### src/rtl/alu_pkg.sv
// Shared types for the sequential ALU.
//   alu_op_t    : 4-bit operation code carried on the op port (10..15 reserved).
//   alu_state_t : controller state of alu_seq (IDLE / EXEC / MUL).
package alu_pkg;

  typedef enum logic [3:0] {
    OP_ADD = 4'd0,
    OP_SUB = 4'd1,
    OP_NOT = 4'd2,
    OP_AND = 4'd3,
    OP_OR  = 4'd4,
    OP_XOR = 4'd5,
    OP_SHL = 4'd6,
    OP_SHR = 4'd7,
    OP_ASR = 4'd8,
    OP_MUL = 4'd9
  } alu_op_t;

  typedef enum logic [1:0] {
    ST_IDLE = 2'd0,
    ST_EXEC = 2'd1,
    ST_MUL  = 2'd2
  } alu_state_t;

endpackage

### src/rtl/alu_mul_iter.sv
// Iterative unsigned shift-add multiplier, one multiplier bit per clock.
// Ports:
//   clk, rst_n        : clock, asynchronous active-low reset
//   start             : load operands a/b and begin (ignored while abort is high)
//   abort             : drop any multiplication in progress
//   a, b              : multiplicand / multiplier
//   done              : high during the cycle whose rising edge retires the last step
//   prod_hi, prod_lo  : partial product after the step taken on the coming edge;
//                       equal to the full product {hi,lo} when done is high
// A multiplication started on edge E0 performs its steps on edges E1..E(WIDTH),
// so the full product can be captured by the parent on the WIDTH-th edge.
module alu_mul_iter #(
  parameter int WIDTH = 8
) (
  input  logic             clk,
  input  logic             rst_n,
  input  logic             start,
  input  logic             abort,
  input  logic [WIDTH-1:0] a,
  input  logic [WIDTH-1:0] b,
  output logic             done,
  output logic [WIDTH-1:0] prod_hi,
  output logic [WIDTH-1:0] prod_lo
);

  localparam int CW = $clog2(WIDTH);

  logic             run;
  logic [CW-1:0]    cnt;
  logic [WIDTH-1:0] mcand;
  logic [WIDTH-1:0] hi;
  logic [WIDTH-1:0] lo;   // low product bits shift in from the top as multiplier bits shift out
  logic [WIDTH:0]   sum;

  always_comb begin
    sum     = {1'b0, hi} + (lo[0] ? {1'b0, mcand} : '0);
    prod_hi = sum[WIDTH:1];
    prod_lo = {sum[0], lo[WIDTH-1:1]};
  end

  assign done = run && (cnt == CW'(WIDTH - 1));

  always_ff @(posedge clk or negedge rst_n) begin
    if (!rst_n) begin
      run   <= 1'b0;
      cnt   <= '0;
      mcand <= '0;
      hi    <= '0;
      lo    <= '0;
    end else if (abort) begin
      run <= 1'b0;
    end else if (start) begin
      run   <= 1'b1;
      cnt   <= '0;
      mcand <= a;
      hi    <= '0;
      lo    <= b;
    end else if (run) begin
      hi <= prod_hi;
      lo <= prod_lo;
      if (done) begin
        run <= 1'b0;
      end else begin
        cnt <= cnt + 1'b1;
      end
    end
  end

endmodule

### src/rtl/alu_seq.sv
// Sequential ALU with accumulator and iterative multiplier.
// Ports:
//   hz100            : clock (rising edge)
//   reset_n          : asynchronous active-low reset
//   en               : enable; low blocks new commands and aborts an in-flight one
//   start            : command request; accepted only in IDLE with en high
//   op, cin, use_acc : operation, carry in, take operand A from the accumulator
//   a, b             : operands
//   result, mul_hi   : registered result (MUL low half) and MUL high half
//   neg, zero, ovf, cout : registered flags
//   busy             : command in flight; done / err : one-cycle completion pulses
// Handshake: start is a request, busy is the inverse of ready. A start seen on a
// rising edge while busy is low and en is high is consumed on that edge; any
// start while busy is high is dropped, never queued. Each accepted command ends
// in exactly one done or err pulse, unless en drops or reset aborts it first.
// Controller state is held in the signal 'state' (alu_state_t).
module alu_seq
  import alu_pkg::*;
#(
  parameter int WIDTH = 8
) (
  input  logic             hz100,
  input  logic             reset_n,
  input  logic             en,
  input  logic             start,
  input  logic [3:0]       op,
  input  logic             cin,
  input  logic             use_acc,
  input  logic [WIDTH-1:0] a,
  input  logic [WIDTH-1:0] b,
  output logic [WIDTH-1:0] result,
  output logic [WIDTH-1:0] mul_hi,
  output logic             neg,
  output logic             zero,
  output logic             ovf,
  output logic             cout,
  output logic             busy,
  output logic             done,
  output logic             err
);

  localparam int MSB = WIDTH - 1;

  alu_state_t       state;
  alu_op_t          op_q;
  logic             cin_q;
  logic [WIDTH-1:0] a_q;
  logic [WIDTH-1:0] b_q;
  logic [WIDTH-1:0] acc;

  logic [WIDTH-1:0] opa;
  logic             accept;
  logic             mul_start;
  logic             mul_abort;
  logic             mul_done;
  logic [WIDTH-1:0] mul_p_hi;
  logic [WIDTH-1:0] mul_p_lo;

  logic [WIDTH:0]   sum;
  logic [WIDTH-1:0] ex_res;
  logic             ex_cout;
  logic             ex_ovf;
  logic             ex_valid;

  assign opa       = use_acc ? acc : a;
  assign accept    = (state == ST_IDLE) && en && start;
  assign mul_start = accept && (op == OP_MUL);
  assign mul_abort = (state == ST_MUL) && !en;
  assign busy      = (state != ST_IDLE);

  alu_mul_iter #(.WIDTH(WIDTH)) u_mul (
    .clk     (hz100),
    .rst_n   (reset_n),
    .start   (mul_start),
    .abort   (mul_abort),
    .a       (opa),
    .b       (b),
    .done    (mul_done),
    .prod_hi (mul_p_hi),
    .prod_lo (mul_p_lo)
  );

  // Single-cycle operations on the latched operands.
  always_comb begin
    sum      = '0;
    ex_res   = '0;
    ex_cout  = 1'b0;
    ex_ovf   = 1'b0;
    ex_valid = 1'b1;
    case (op_q)
      OP_ADD: begin
        sum     = {1'b0, a_q} + {1'b0, b_q} + {{WIDTH{1'b0}}, cin_q};
        ex_res  = sum[MSB:0];
        ex_cout = sum[WIDTH];
        ex_ovf  = (a_q[MSB] == b_q[MSB]) && (ex_res[MSB] != a_q[MSB]);
      end
      OP_SUB: begin
        // Subtraction as A + ~b + cin; overflow rule applies to the inverted operand.
        sum     = {1'b0, a_q} + {1'b0, ~b_q} + {{WIDTH{1'b0}}, cin_q};
        ex_res  = sum[MSB:0];
        ex_cout = sum[WIDTH];
        ex_ovf  = (a_q[MSB] != b_q[MSB]) && (ex_res[MSB] != a_q[MSB]);
      end
      OP_NOT: ex_res = ~a_q;
      OP_AND: ex_res = a_q & b_q;
      OP_OR:  ex_res = a_q | b_q;
      OP_XOR: ex_res = a_q ^ b_q;
      OP_SHL: begin
        ex_res  = {a_q[MSB-1:0], 1'b0};
        ex_cout = a_q[MSB];
      end
      OP_SHR: begin
        ex_res  = {1'b0, a_q[MSB:1]};
        ex_cout = a_q[0];
      end
      OP_ASR: begin
        ex_res  = {a_q[MSB], a_q[MSB:1]};
        ex_cout = a_q[0];
      end
      default: ex_valid = 1'b0;   // reserved codes end in err
    endcase
  end

  always_ff @(posedge hz100 or negedge reset_n) begin
    if (!reset_n) begin
      state  <= ST_IDLE;
      op_q   <= OP_ADD;
      cin_q  <= 1'b0;
      a_q    <= '0;
      b_q    <= '0;
      acc    <= '0;
      result <= '0;
      mul_hi <= '0;
      neg    <= 1'b0;
      zero   <= 1'b1;
      ovf    <= 1'b0;
      cout   <= 1'b0;
      done   <= 1'b0;
      err    <= 1'b0;
    end else begin
      done <= 1'b0;
      err  <= 1'b0;
      case (state)
        ST_IDLE: begin
          if (en && start) begin
            op_q  <= alu_op_t'(op);
            cin_q <= cin;
            a_q   <= opa;
            b_q   <= b;
            state <= (op == OP_MUL) ? ST_MUL : ST_EXEC;
          end
        end
        ST_EXEC: begin
          state <= ST_IDLE;
          if (en) begin
            if (ex_valid) begin
              result <= ex_res;
              mul_hi <= '0;
              neg    <= ex_res[MSB];
              zero   <= (ex_res == '0);
              ovf    <= ex_ovf;
              cout   <= ex_cout;
              acc    <= ex_res;
              done   <= 1'b1;
            end else begin
              err <= 1'b1;
            end
          end
        end
        ST_MUL: begin
          if (!en) begin
            state <= ST_IDLE;
          end else if (mul_done) begin
            result <= mul_p_lo;
            mul_hi <= mul_p_hi;
            neg    <= mul_p_lo[MSB];
            zero   <= (mul_p_lo == '0);
            ovf    <= 1'b0;
            cout   <= (mul_p_hi != '0);
            acc    <= mul_p_lo;
            done   <= 1'b1;
            state  <= ST_IDLE;
          end
        end
        default: state <= ST_IDLE;
      endcase
    end
  end

endmodule

### config.mk
export PLATFORM = sky130hd
export DESIGN_NAME = alu_seq
export DESIGN_NICKNAME = d
export VERILOG_FILES = /design/src/rtl/alu_pkg.sv /design/src/rtl/alu_mul_iter.sv /design/src/rtl/alu_seq.sv
export SDC_FILE = /design/constraint.sdc
export NUM_CORES = 1
export LEC_CHECK = 0
export BUFFER_PORTS_ARGS = -buffer_cell sky130_fd_sc_hd__clkbuf_2
export CAP_MARGIN = 20
export CORE_AREA = 4 4 113 94
export CTS_CLUSTER_SIZE = 28
export DETAILED_ROUTE_END_ITERATION = 10
export DIE_AREA = 0 0 117 98
export PLACE_DENSITY = 0.75
export SETUP_SLACK_MARGIN = 0.15
export SYNTH_ARGS = -nofsm -noshare
export SYNTH_HDL_FRONTEND = slang
export SYNTH_HIERARCHICAL = 1
export SYNTH_SLANG_ARGS = --single-unit
### constraint.sdc
create_clock -name hz100 -period 3.6 [get_ports hz100]
set_clock_uncertainty 0.2 [all_clocks]
set_input_delay 1.08 -clock hz100 [delete_from_list [all_inputs] [get_ports hz100]]
set_output_delay 1.08 -clock hz100 [all_outputs]
set_load 0.005 [all_outputs]
==> run metrics <==
most frequent cell after synthesis dfrtp_1; critical setup path kind reg2reg; Yosys warnings 6; Top Ports 49; Core Region 9449 um2; Unique masters post-synth 70; post-synth top area cell dfrtp_1; Hold Buf Count CTS 0; largest net degree at the start of global routing 47; placed cell count 684; pre-CTS setup slack 0.5369 ns; Setup Fix Bufs, Post-CTS 0; GPL Wtd Cong 0.9733; Critical Path RT 3.67 ns; peak supply drop 0.0004334 V; GRT met3 Usage 0.06815; Clock Latency Late Sink 0.33 ns; CTS Buffer Depth 2; Die Wd 117 um; Synth top area share 0.3483; status finished clean; EDFF count, synth 0; Buffers on Ports 48; ratio of cells with drive above 1 in the final layout 0.2069; type of origin of the critical path register; vias 4,412; DR vias/cell 6.312; global routing met2 resource utilization 0.3551; Period minus WS final 3.078 ns; Initial DRC Count 414; Wirelength per Cell 19.61 um; ANT cells 0; Worst Setup End Kind register; CP arrival 3.15 ns; Hold WC Path Type reg2reg; Power per Cell Area 846.4 nW/um2; TritonCTS clock tree yes; DP HPWL 10,610 um; Max Clk Rate 324.9 MHz; fin. max-slew vios 0; top cells by area, synth dfrtp_1 35%, ha_1 8.8%, mux2_2 6.8%, a22o_1 3.8%, a21oi_1 3.4%; GR peak layer met1; Max Fanout on Critical Path 5; list of most frequent post-synthesis cells 71 x dfrtp_1, 38 x nand2_1, 38 x nor2_1; post-cts resize count 0; full die area 11,470 um2; async set-reset flop share out of synthesis 1.000; Residual DRC 0; Max Cap Viol 0; actual slew at the worst max-slew pin 0.8272 ns; Avg Cell Area, Syn 9.447 um2; main flop type after synthesis dfrtp_1; 1st-pass router iterations 5; Final nets 643; # H-tree levels 3; Final Hold Viols 0; GRT Total Usage 0.2488; Layout Area Growth over Synthesis 12.17%; GR Util met1 0.3778; Final setup viols 0; Post-Syn Area 5101 um2; Clock Tree Root clkbuf_16; CTS buffer count 9; vias in the first global route 4,214; Initial Utilization 0.5399; first-pass GRT wire length 22,400 um; Total Wirelength 13,700 um; net count after synthesis 607; Leak 2.701 nW; RSZ-0062 raised after global routing false; Final TNS setup 0 ns; Die H 98 um; GR Overflow Total 0; Seq/Total Area, Yosys 0.3534; fin cells 699; clock-pin slew on the worst setup and hold paths 0.06 ns; Worst slew margin 0.4443; register bit total from synthesis 72; worst setup margin 0.5217 ns; Cells after Synth 540; clk sinks 72; part of the cycle the worst path needs 0.8551; # rows 32; antenna violations before repair 0; antenna viol nets, final 0
==> final cells by class <==
cell class / instances / area, um2
fill: 832 / 3727
inverter: 35 / 131.4
clock buffer: 10 / 239.0
sequential: 72 / 1803
timing repair buffer: 63 / 365.4
tap: 119 / 148.9
multi-input combinational: 395 / 2953
clock inverter: 5 / 81.33
==> routing by layer <==
metal | wire (um) | vias to the layer above | part of all wire
li1 | - | 2025 | -
met1 | 6168 | 2139 | 0.45
met2 | 6048 | 229 | 0.44
met3 | 1344 | 19 | 0.098
met4 | 142 | 0 | 0.010
met5 | 0 | - | 0
==> kinds of logic (layout without fill, tap and decap cells) <==
family | Yosys count | count (layout) | synth area share
xor gates and xnor gates | 9 | 9 | 0.01545
adders and majority gates | 41 | 41 | 0.1079
buffers and inverters | 73 | 113 | 0.06770
and+or+nand+nor | 147 | 147 | 0.1432
AOI/OAI and AO/OA | 152 | 152 | 0.2144
muxes | 46 | 46 | 0.09786
DFF | 72 | 72 | 0.3534
==> worst max-delay path, stage by stage (launching register included) <==
cell	delay, ns
dfrtp_1	0.42
inv_1	0.15
fa_1	0.44
inv_1	0.09
fa_1	0.20
nand2b_1	0.09
a221oi_1	0.56
o21ai_0	0.16
nand2b_1	0.10
a21oi_1	0.07
o311ai_1	0.37
a22o_1	0.18
==> path summary, 6_finish.rpt <==
check,cells past startpoint,start,endpoint,slack (ns)
min reg2reg,1,u_mul/mcand[6],u_mul/mcand[6],0.30
min,1,u_mul/mcand[6],u_mul/mcand[6],0.30
min in group asynchronous,1,reset_n,op_q[1],0.57
max reg2reg,11,a_q[0],cout,0.52
max,11,a_q[0],cout,0.52
max in group asynchronous,2,reset_n,zero,1.91
==> power breakdown <==
part	leakage, nW	internal (mW)	switching, mW	total [mW]
logic	1.62	1.04	1.43	2.47
clock network	0.155	0.621	0.338	0.960
registers	0.926	1.06	0.348	1.41
==> cell usage in the layout (no fill, tap or decap), drive strengths merged, types with 5 or more instances in the layout <==
| cell type | n |
|---|---|
| a31oi | 8 |
| clkbuf | 57 |
| a21oi | 36 |
| a22o | 22 |
| nand2b | 6 |
| nor2 | 38 |
| nand2 | 38 |
| inv | 35 |
| o21ai | 29 |
| and2 | 11 |
| xnor2 | 5 |
| mux2 | 31 |
| o221ai | 5 |
| nor3 | 12 |
| mux2i | 15 |
| nor2b | 15 |
| fa | 5 |
| dfrtp | 71 |
| buf | 16 |
| ha | 36 |
| o31ai | 5 |
| nor4 | 8 |
==> registers in the layout, summed over array words and instances (netlist names), 3 cells and up <==
register,cells
u_mul/hi,8
b_q,8
u_mul/cnt,3
u_mul/mcand,8
a_q,8
u_mul/lo,8
mul_hi,8
acc,8
op_q,4
==> through the flow <==
stage | hold slack (ns) | util | total power, mW | instance area, um2
after floorplan | 0.2473 | - | 3.140 | 5101
after detailed placement | 0.2900 | 0.5716 | 3.821 | 5401
after global routing | 0.3161 | 0.6055 | 5.186 | 5722
final | 0.3025 | 0.6055 | 4.843 | 5722
after CTS | 0.3046 | 0.6055 | 4.796 | 5722
after global placement | 0.2726 | 0.5716 | 3.752 | 5401
(Power assumes the default switching activity.)
